===== config.mk =====
export PLATFORM = sky130hd
export DESIGN_NAME = mc_ctrl
export DESIGN_NICKNAME = d
export VERILOG_FILES = /design/src/rtl/mc_ctrl.sv
export SDC_FILE = /design/constraint.sdc
export NUM_CORES = 1
export LEC_CHECK = 0
export ABC_AREA = 1
export CAP_MARGIN = 20
export CELL_PAD_IN_SITES_DETAIL_PLACEMENT = 0
export CELL_PAD_IN_SITES_GLOBAL_PLACEMENT = 1
export CORE_MARGIN = 2
export CORE_UTILIZATION = 24
export DETAILED_ROUTE_END_ITERATION = 12
export PLACE_DENSITY = 0.83
export SLEW_MARGIN = 15
export SYNTH_ARGS = -nofsm -noshare
export SYNTH_HDL_FRONTEND = slang
export SYNTH_SLANG_ARGS = --single-unit
export TNS_END_PERCENT = 1

===== constraint.sdc =====
create_clock -name clk -period 2.8 [get_ports clk]
set_input_delay 0.56 -clock clk [delete_from_list [all_inputs] [get_ports clk]]
set_output_delay 0.56 -clock clk [all_outputs]
set_load 0.005 [all_outputs]

===== src/rtl/mc_ctrl.sv =====
`default_nettype none
// ============================================================================
//  Module   : mc_ctrl
//  Purpose  : Main control FSM of the multicycle MIPS datapath (mccomp).
//  Revision : 1.0  initial release
// ============================================================================
module mc_ctrl (
    input  logic       clk,
    input  logic       rst,
    input  logic [5:0] op,
    input  logic [5:0] funct,
    input  logic       zero,
    output logic       pc_en,
    output logic       iord,
    output logic       mem_write,
    output logic       ir_write,
    output logic       reg_write,
    output logic [1:0] reg_dst,
    output logic [1:0] wd_sel,
    output logic       alu_srca,
    output logic [1:0] alu_srcb,
    output logic [3:0] alu_op,
    output logic       ext_op,
    output logic [1:0] pc_src,
    output logic       illegal,
    output logic [3:0] state
);

    typedef enum logic [3:0] {
        S_FETCH  = 4'd0,
        S_DECODE = 4'd1,
        S_MEMADR = 4'd2,
        S_MEMRD  = 4'd3,
        S_MEMWB  = 4'd4,
        S_MEMWR  = 4'd5,
        S_EXE    = 4'd6,
        S_ALUWB  = 4'd7,
        S_BRANCH = 4'd8,
        S_IEXE   = 4'd9,
        S_IWB    = 4'd10,
        S_JUMP   = 4'd11
    } state_t;

    localparam logic [3:0] c_ALU_ADD = 4'd0;
    localparam logic [3:0] c_ALU_SUB = 4'd1;
    localparam logic [3:0] c_ALU_AND = 4'd2;
    localparam logic [3:0] c_ALU_OR  = 4'd3;
    localparam logic [3:0] c_ALU_SLT = 4'd4;

    state_t r_state;
    state_t w_next;

    logic       w_rtype, w_r_alu, w_jr;
    logic       w_lw, w_sw, w_beq, w_bne, w_addi, w_ori, w_j, w_jal;
    logic [3:0] w_funct_alu;

    logic       w_pc_en, w_iord, w_mem_write, w_ir_write, w_reg_write;
    logic [1:0] w_reg_dst, w_wd_sel, w_alu_srcb, w_pc_src;
    logic       w_alu_srca, w_ext_op, w_illegal;
    logic [3:0] w_alu_op;

    assign w_rtype = (op == 6'h00);
    assign w_jr    = w_rtype && (funct == 6'h08);
    assign w_lw    = (op == 6'h23);
    assign w_sw    = (op == 6'h2B);
    assign w_beq   = (op == 6'h04);
    assign w_bne   = (op == 6'h05);
    assign w_addi  = (op == 6'h08);
    assign w_ori   = (op == 6'h0D);
    assign w_j     = (op == 6'h02);
    assign w_jal   = (op == 6'h03);

    always_comb begin
        w_r_alu     = w_rtype;
        w_funct_alu = c_ALU_ADD;
        case (funct)
            6'h20:   w_funct_alu = c_ALU_ADD;
            6'h22:   w_funct_alu = c_ALU_SUB;
            6'h24:   w_funct_alu = c_ALU_AND;
            6'h25:   w_funct_alu = c_ALU_OR;
            6'h2A:   w_funct_alu = c_ALU_SLT;
            default: w_r_alu     = 1'b0;
        endcase
    end

    always_ff @(posedge clk) begin
        if (rst) begin
            r_state <= S_FETCH;
        end else begin
            r_state <= w_next;
        end
    end

    always_comb begin
        w_next      = S_FETCH;
        w_pc_en     = 1'b0;
        w_iord      = 1'b0;
        w_mem_write = 1'b0;
        w_ir_write  = 1'b0;
        w_reg_write = 1'b0;
        w_reg_dst   = 2'd0;
        w_wd_sel    = 2'd0;
        w_alu_srca  = 1'b0;
        w_alu_srcb  = 2'd0;
        w_alu_op    = c_ALU_ADD;
        w_ext_op    = 1'b1;
        w_pc_src    = 2'd0;
        w_illegal   = 1'b0;
        case (r_state)
            S_FETCH: begin
                w_ir_write = 1'b1;
                w_alu_srcb = 2'd1;
                w_pc_en    = 1'b1;
                w_next     = S_DECODE;
            end
            S_DECODE: begin
                // Branch target is computed speculatively into ALUOut.
                w_alu_srcb = 2'd3;
                if (w_lw || w_sw)                  w_next = S_MEMADR;
                else if (w_r_alu)                  w_next = S_EXE;
                else if (w_jr || w_j || w_jal)     w_next = S_JUMP;
                else if (w_beq || w_bne)           w_next = S_BRANCH;
                else if (w_addi || w_ori)          w_next = S_IEXE;
                else begin
                    w_illegal = 1'b1;
                    w_next    = S_FETCH;
                end
            end
            S_MEMADR: begin
                w_alu_srca = 1'b1;
                w_alu_srcb = 2'd2;
                w_next     = w_sw ? S_MEMWR : S_MEMRD;
            end
            S_MEMRD: begin
                w_iord = 1'b1;
                w_next = S_MEMWB;
            end
            S_MEMWB: begin
                // Address kept on ALUOut so the memory port stays quiet on PC.
                w_iord      = 1'b1;
                w_reg_write = 1'b1;
                w_wd_sel    = 2'd1;
            end
            S_MEMWR: begin
                w_iord      = 1'b1;
                w_mem_write = 1'b1;
            end
            S_EXE: begin
                w_alu_srca = 1'b1;
                w_alu_op   = w_funct_alu;
                w_next     = S_ALUWB;
            end
            S_ALUWB: begin
                w_reg_write = 1'b1;
                w_reg_dst   = 2'd1;
            end
            S_BRANCH: begin
                w_alu_srca = 1'b1;
                w_alu_op   = c_ALU_SUB;
                w_pc_src   = 2'd1;
                w_pc_en    = w_bne ? ~zero : zero;
            end
            S_IEXE: begin
                w_alu_srca = 1'b1;
                w_alu_srcb = 2'd2;
                w_alu_op   = w_ori ? c_ALU_OR : c_ALU_ADD;
                w_ext_op   = ~w_ori;
                w_next     = S_IWB;
            end
            S_IWB: begin
                w_reg_write = 1'b1;
                w_ext_op    = ~w_ori;
            end
            S_JUMP: begin
                w_pc_en  = 1'b1;
                w_pc_src = w_jr ? 2'd3 : 2'd2;
                if (w_jal) begin
                    w_reg_write = 1'b1;
                    w_reg_dst   = 2'd2;
                    w_wd_sel    = 2'd2;
                end
            end
            default: w_next = S_FETCH;
        endcase
    end

    // Reset masks every side-effecting output, whatever the current state.
    assign pc_en     = w_pc_en     & ~rst;
    assign mem_write = w_mem_write & ~rst;
    assign ir_write  = w_ir_write  & ~rst;
    assign reg_write = w_reg_write & ~rst;
    assign illegal   = w_illegal   & ~rst;

    assign iord     = w_iord;
    assign reg_dst  = w_reg_dst;
    assign wd_sel   = w_wd_sel;
    assign alu_srca = w_alu_srca;
    assign alu_srcb = w_alu_srcb;
    assign alu_op   = w_alu_op;
    assign ext_op   = w_ext_op;
    assign pc_src   = w_pc_src;
    assign state    = r_state;

endmodule
`default_nettype wire


### Word-level counts from Yosys, hierarchy flattened

Cells that the tools add are included.

| word-level totals | value |
|---|---|
| memory bits (read-only) | 0 |
| bits in writable memories | 0 |
| output and inout bits | 24 |
| input bits | 15 |
| latch bits | 0 |
| logic and storage cells | 81 |
| register bits | 4 |
| memories kept | 0 |

| operators by class | value |
|---|---|
| mux-type cells | 32 |
| reductions and logical operators | 15 |
| divide/modulo/power cells | 0 |
| $mul | 0 |
| equal/unequal tests | 25 |
| shift-type cells | 0 |
| $lt $le $gt $ge | 0 |
| $add $sub $neg | 0 |
| bitwise gates (word level) | 8 |

Operators with widths:

| cell | count |
|---|---|
| $eq A6 B6 Y1 const B | 7 |
| $pmux W4 S6 | 1 |
| $mux W4 | 5 |
| $eq A6 B4 Y1 const B | 3 |
| $eq A4 B3 Y1 const B | 4 |
| $eq A4 B4 Y1 const B | 4 |
| $mux W1 | 15 |
| $eq A6 B2 Y1 const B | 2 |
| $eq A6 B3 Y1 const B | 2 |
| $pmux W2 S2 | 3 |
| $pmux W3 S4 | 1 |
| $pmux W4 S3 | 1 |
| $eq A4 B2 Y1 const B | 2 |
| $logic_not A6 Y1 | 1 |
| $pmux W2 S3 | 1 |
| $reduce_or A2 Y1 | 3 |
| $reduce_or A3 Y1 | 2 |
| $and A1 B1 Y1 | 5 |
| $logic_or A1 B1 Y1 | 5 |
| $reduce_or A5 Y1 | 1 |
| $eq A4 B1 Y1 const B | 1 |
| $logic_not A4 Y1 | 1 |
| $mux W2 | 2 |
| $pmux W1 S2 | 2 |
| 4 further kinds | 6 |

### Logic depth before layout (Yosys ltp)

| depth | value |
|---|---|
| word-level depth | 9 |
| gate-level depth with buffers | 9 |
| depth with buffers taken out | 9 |

### Least setup slack after synthesis

Ideal clock, no wire load.

| timing | value |
|---|---|
| path kind | input to output |
| from | input funct[5] |
| to | output alu_op[0] |
| data arrival time | 1165 ps |
| stages | 5 |
| slack | 1075 ps |
| data required time | 2240 ps |
| cell sequence | inv_1 > nor2_1 > nand3_1 > or2_1 > o2111ai_2 |

| between the ends | value |
|---|---|
| word-level cells in the longest chain between the ends | 3 |

RTL lines:

| element | line | text |
|---|---|---|
| start, declared | 11 | `input logic [5:0] funct,` |
| $eq A6 B6 Y1 | 76 | `case (funct)` |
| $pmux W3 S4 * | 76 |  |
| $pmux W4 S3 * | 109 | `case (r_state)` |
| end, declared | 22 | `output logic [3:0] alu_op,` |

Every way passes the cells marked *; elsewhere a longest branch is shown, timed or not.

### Worst setup path after layout

| timing | value |
|---|---|
| from | input op[5] |
| to | output reg_write |

| between the ends | value |
|---|---|
| word-level cells in the longest chain between the ends | 4 |

RTL lines:

| element | line | text |
|---|---|---|
| start, declared | 10 | `input logic [5:0] op,` |
| $eq A6 B2 Y1 | 71 | `assign w_jal = (op == 6'h03);` |
| $mux W1 | 177 | `if (w_jal) begin` |
| $pmux W1 S2 | 109 |  |
| $and A1 B1 Y1 | 191 | `assign reg_write = w_reg_write & ~rst;` |
| end, declared | 17 | `output logic reg_write,` |

No other way between the ends.

==> qor.yml <==
r2r-start: "state[0]"
cap_viol_max_count: 0
fp.dieArea_um2: 3220
crit_top_cell: "clkdlybuf4s50_1"
clk_latency_ps: 230
clock_sinks: 4
grt_remaining_overflow: 0
synth_common_cells: "nor2_1 (27), nand2_1 (25), inv_1 (21)"
synthesis.nets: 147
die_y_um: 56.8
coreArea_um2: 2710
clockBufferDepth: 2
drt_wl_total_um: 2170
dpl_cell_area_um2: 1100
start_util_pct: 24.7
path_clk_slew_ps: 30
route.detailed.drc: 0
leakagePower_uw: 0.000586
top_level_ports: 39
netlist_area_um2: 668
final-instance-count-excl-fill: 206
syn_inst: 132
fin_crit_sh_pct: 97.1
min_period_ps: 2720
synthArstFlopShare_pct: 0
ant_nets: 0
dp_hpwl_um: 1860
synth_area_leaders: "nor2_1 (15%), nand2_1 (14%), dfxtp_1 (12%), inv_1 (12%), nand3_1 (7.5%)"
firstDrtPassIters: 4
hold_violations: 0
reg2reg_to: "state[2]"
cp_cell_sequence: "clkdlybuf4s50_1, nor2_4, nand2_1, inv_1, nand3_1, a21oi_1, clkdlybuf4s50_1"
io_buffers: 37
setup.worst_path.start: "op[5]"
grt_pass1_wl_um: 3690
power.internal_uw: 155
crit_required_ps: 2240
holdPathEnd: "state[0]"
cpMaxStageDelayCell: "clkdlybuf4s50_1"
min-delay-start: "state[3]"
cp.buffers_inverters: 3
diodes: 0
fillers: 308
cts_root_buf: "clkbuf_4"
final_area_um2: 1150
synth_seq_area_share_pct: 12.0
p_seq_share_pct: 27.7
yosys_warnings: 0
drive_gt1_share_pct: 19.4
path_class: "primary input to output port"
ys_seq_elements: 4
vias: 942
synth-edff-count: 0
hold_slack_ps: 727
critPathLaunchType: "primary input"
cts_max_level: 1
cts_buffers: 3
whs_path_depth: 5
crit_fanout: 5
rrSetupSlack_ps: 1580
cp.arrival_ps: 2160
layout.nets: 192
p_sw_uw: 72.4
grt_max_degree: 10
grt_pass1_vias: 884
ir_worst_vdd_mv: 0.109
drt_iter0_markers: 14
drv_slew: 0
antenna_found_initial: 0
syn_area_per_cell_um2: 5.06
sw_frac_of_total_pct: 31.8
r2r_cells: 6
fmax_mhz: 368
ctsHoldBuffers: 0
ys_types: 24
fin_ws_ps: 81.4
comb_power_share_pct: 41.8
die_width_um: 56.8
clkPwrFrac_pct: 30.5
hp-class: "flip-flop to flip-flop"
cts_tree: "done"
yosysMostFrequentCell: "nor2_1"
cp_slowest_stage_delay_ps: 530
routabilityCongestion: 0.837
area_growth_pct: 72.8
power.density_nw_per_um2: 197
largest_register_ff_count: 4
status: "complete, no violations"
viasPerCell: 4.57
grt_use_total_pct: 14.0
wl_per_cell_um: 10.5
yosysTopAreaCellShare_pct: 15.2
cpLargestDelayFamily: "buffers and inverters"
synth_top_area_cell: "nor2_1"
dp_slack_ps: -46.8
rsz0062_at_grt: "true"
numPlacedInstances: 203
cp-end-kind: "output port"
ys.flop_type: "dfxtp_1"
setup_violations: 0
skew_ps: 5.74
num_rows: 19
[how the worst max path moves through the flow]
stage	to	slack [ps]	depth (start not counted)
after floorplan	alu_op[0]	1070	5
after global placement	illegal	-70	10
after detailed placement	illegal	-50	10
after CTS	illegal	0.3	10
after global routing	alu_op[1]	-10	7
final	reg_write	80	7
[worst register-to-register path, delay by kind of cell (launching register included)]
family | cells | cell delay (ps)
AND/OR/NAND/NOR | 3 | 450
flip-flops | 1 | 400
buffers and inverters | 2 | 160
AO/OA/AOI/OAI | 1 | 140
[kinds of logic after synthesis]
group | after synthesis | share of synthesized area [%]
AO/OA/AOI/OAI | 14 | 12.5
other | 1 | 0.561
AND/OR/NAND/NOR | 81 | 55.6
flip-flops | 4 | 12.0
buffers and inverters | 32 | 19.3
[final cells by class]
cell class	instances	area, um2	area share, %
clock buffers	3	22.5	1.95
inverters	29	110	9.53
multi-input cells	96	483	41.8
flip-flops and latches	4	80.1	6.93
well taps	31	38.8	3.36
repair buffers	43	420	36.4
[power by group through the flow]
| stage | sequential [uW] | combinational, uW | clock, uW |
|---|---|---|---|
| final | 63.2 | 95.3 | 69.4 |
| after global routing | 63.4 | 107 | 76.1 |
| after CTS | 63.0 | 94.5 | 72.4 |
| after detailed placement | 63.9 | 94.8 | 0 |
| after global placement | 64.0 | 94.2 | 0 |
| after floorplan | 63.3 | 40.8 | 0 |
[cells in the final DEF, fill, tap and decap left out]
| cell type | synthesis | routed |
|---|---|---|
| clkbuf_4 | 0 | 3 |
| nor2_1 | 27 | 23 |
| nand3b_1 | 1 | 1 |
| nor4_1 | 1 | 1 |
| a31oi_1 | 2 | 1 |
| a31oi_2 | 0 | 1 |
| o21ai_1 | 2 | 2 |
| nor2_4 | 2 | 3 |
| dfxtp_1 | 4 | 4 |
| nand2_1 | 25 | 24 |
| o2111ai_2 | 1 | 1 |
| clkdlybuf4s50_1 | 0 | 29 |
| inv_1 | 21 | 20 |
| conb_1 | 1 | 1 |
| o21ai_0 | 2 | 2 |
| buf_4 | 2 | 6 |
| dlygate4sd2_1 | 0 | 4 |
| nand2_2 | 4 | 5 |
| clkinv_2 | 1 | 1 |
| dlymetal6s2s_1 | 0 | 4 |
| o22ai_1 | 1 | 1 |
| nor3_1 | 3 | 3 |
| nand4_1 | 4 | 4 |
| nor2_2 | 3 | 6 |
| or2_1 | 1 | 1 |
| nand3_1 | 10 | 10 |
| inv_2 | 7 | 8 |
| a21oi_1 | 6 | 6 |
[through the flow]
step | util (%) | TNS [ps] | power, uW
6_report | 42.6 | 0 | 228
5_1_grt | 42.6 | -18.7 | 246
4_1_cts | 41.7 | 0 | 230
3_5_place_dp | 40.7 | -78.5 | 159
3_3_place_gp | 40.7 | -69.0 | 158
2_1_floorplan | - | 0 | 104
[layer usage]
| metal | GRT usage (%) | part of all wire (%) | routed length, um |
|---|---|---|---|
| met5 | 0 | 0 | 0 |
| met4 | 5.98 | 0.87 | 19 |
| met3 | 2.07 | 7.0 | 152 |
| met2 | 23.9 | 48 | 1050 |
| met1 | 17.4 | 44 | 954 |
[timing repair]
| item | 4_1_cts | 5_1_grt |
|---|---|---|
| pin swaps | 2 | 1 |
| setup buffers | 0 | 0 |
| endpoints found under the setup margin | 2 | 5 |
| gates resized for setup | 9 | 7 |
No activity file was read; power rests on OpenSTA's default activity.
==> RTL change: new RTL, same settings <==
Register the inputs `op`, `funct` and `zero` before use, cleared by the reset. The logic sees them one clock later.
--- a/src/rtl/mc_ctrl.sv
+++ b/src/rtl/mc_ctrl.sv
@@ -49,2 +49,18 @@
 
+    logic [5:0] op_q;
+    logic [5:0] funct_q;
+    logic zero_q;
+
+    always_ff @(posedge clk) begin
+        if (rst) begin
+            op_q    <= '0;
+            funct_q <= '0;
+            zero_q  <= '0;
+        end else begin
+            op_q    <= op;
+            funct_q <= funct;
+            zero_q  <= zero;
+        end
+    end
+
     state_t r_state;
@@ -61,12 +77,12 @@
 
-    assign w_rtype = (op == 6'h00);
-    assign w_jr    = w_rtype && (funct == 6'h08);
-    assign w_lw    = (op == 6'h23);
-    assign w_sw    = (op == 6'h2B);
-    assign w_beq   = (op == 6'h04);
-    assign w_bne   = (op == 6'h05);
-    assign w_addi  = (op == 6'h08);
-    assign w_ori   = (op == 6'h0D);
-    assign w_j     = (op == 6'h02);
-    assign w_jal   = (op == 6'h03);
+    assign w_rtype = (op_q == 6'h00);
+    assign w_jr    = w_rtype && (funct_q == 6'h08);
+    assign w_lw    = (op_q == 6'h23);
+    assign w_sw    = (op_q == 6'h2B);
+    assign w_beq   = (op_q == 6'h04);
+    assign w_bne   = (op_q == 6'h05);
+    assign w_addi  = (op_q == 6'h08);
+    assign w_ori   = (op_q == 6'h0D);
+    assign w_j     = (op_q == 6'h02);
+    assign w_jal   = (op_q == 6'h03);
 
@@ -75,3 +91,3 @@
         w_funct_alu = c_ALU_ADD;
-        case (funct)
+        case (funct_q)
             6'h20:   w_funct_alu = c_ALU_ADD;
@@ -160,3 +176,3 @@
                 w_pc_src   = 2'd1;
-                w_pc_en    = w_bne ? ~zero : zero;
+                w_pc_en    = w_bne ? ~zero_q : zero_q;
             end
Function: changed (a bounded check fails within 4 cycles, from zero or initial values and one cycle with rst high).
==> RTL change against the unedited design <==
Register-to-register slack worse by 40 ps. Sequential cell count is 13 higher. Worst setup slack better by 86 ps. Routed wire length is 18% higher. Largest cell class unchanged. Global-route usage is 3.0 points lower. Cell area is 31% higher. Combinational power is 43% higher. Synthesized cell count is 30% higher. Critical path depth is 1 lower. Sequential power grew to 4.3 times the old value. Power grew to 2.6 times the old value. Synthesized area is 56% higher. Sequential share of layout area is 16 points higher.
==> RTL change: results (changes against the unedited design) <==
[status]
status = complete, no violations

[synthesis]
synth_nets = 186  ; +27%
yosysSeqAreaShare_pct = 32.6  ; +21 points
postSynthCellCount = 171  ; +30%
synthTopCellsByArea = dfxtp_1 33%, inv_1 14%, nor2_1 14%
synthArstFlopShare_pct = 0  ; unchanged
synth.distinct_cells = 23  ; -4.2%

[power]
p_clk_share_pct = 31.2  ; +0.7 points
ir_worst_vdd_uv = 188  ; +73%
power_density_mw_per_mm2 = 390  ; +98%
combPwrFrac_pct = 23.1  ; -19 points
leakagePower_nw = 0.707  ; +21%
switching_share_pct = 27.8  ; -4.0 points

[route]
routed_via_density = 4.21  ; -7.9%
wl_met2_um = 1090  ; +3.8%
drt-total-wl_um = 2560  ; +18%
wl_met1_um = 1230  ; +29%
wl_met3_um = 208  ; +37%
routedWlPerCell_um = 9.86  ; -6.5%
drtIter0Drc = 45  ; +31

[cells_and_area]
nets = 226  ; +18%
layout-drive-gt1-share_pct = 7.62  ; -12 points

[clock_network]
clock-root-buffer = clkbuf_8
clk_pin_slew_ps = 60  ; +30 ps
clk_latency_ps = 250  ; +20 ps
cts_resized = 0  ; -9

[worst_setup_path]
critPathCapture = alu_op[0]
r2r-start = op_q[4]
r2r_slack_ps = 1540  ; -40 ps
rr_endpoint = state[1]
crit_start = state[1]
r2r_cells = 9  ; +3
worst_path_max_delay_cell = clkdlybuf4s50_1
critical_path.max_fanout = 9  ; +4

[place]
dp_cells = 256  ; +26%
place_congestion = 0.770  ; -8.0%

[hold_path]
holdCritStartpoint = state[2]
worstHoldPathCells = 3  ; -2
min_to = state[3]

[global_route]
grt_use_met1_pct = 15.1  ; -2.2 points
grt_pass1_vias = 1018  ; +15%
grt_usage_pct = 11.1  ; -3.0 points
use_met3_pct = 2.60  ; +0.52 points
met2_usage_pct = 16.9  ; -7.0 points
grt_start_max_net_pins = 13  ; +3
grt_pass1_wl_um = 4420  ; +20%

[timing]
fin_skew_ps = 3.02  ; -2.72 ps
timing.hold.ws_ps = 691  ; -35.3 ps

## RTL change: cell types whose count changed after synthesis, moves of 2 or more
cell,delta
o21ai_0,+2
inv_2,-5
clkbuf_1,+2
dfxtp_1,+13
o21ai_1,-2
inv_1,+18
nor2_2,-2
nor2_1,+12
## RTL change: logic make-up after synthesis
kind of cell / after synthesis / share of synthesized area [%]
flops: 17 / 32.6
compound gates: 14 / 8.03
other cells: 1 / 0.359
simple gates: 94 / 42.1
buf+inv: 45 / 16.9
## RTL change: per-stage QoR
stage	setup WS, ps	cell area [µm²]
floorplan	1140	1040
global placement	243	1470
detailed placement	237	1470
CTS	149	1510
global route	29.6	1510
finish	167	1510
## RTL change: area by class of cell
cell class,count,area [µm²]
Inverter,41,154
Fill cell,471,2570
Clock buffer,4,45.0
Timing Repair Buffer,39,385
Multi-Input combinational cell,109,527
Sequential cell,17,340
Tap cell,50,62.6
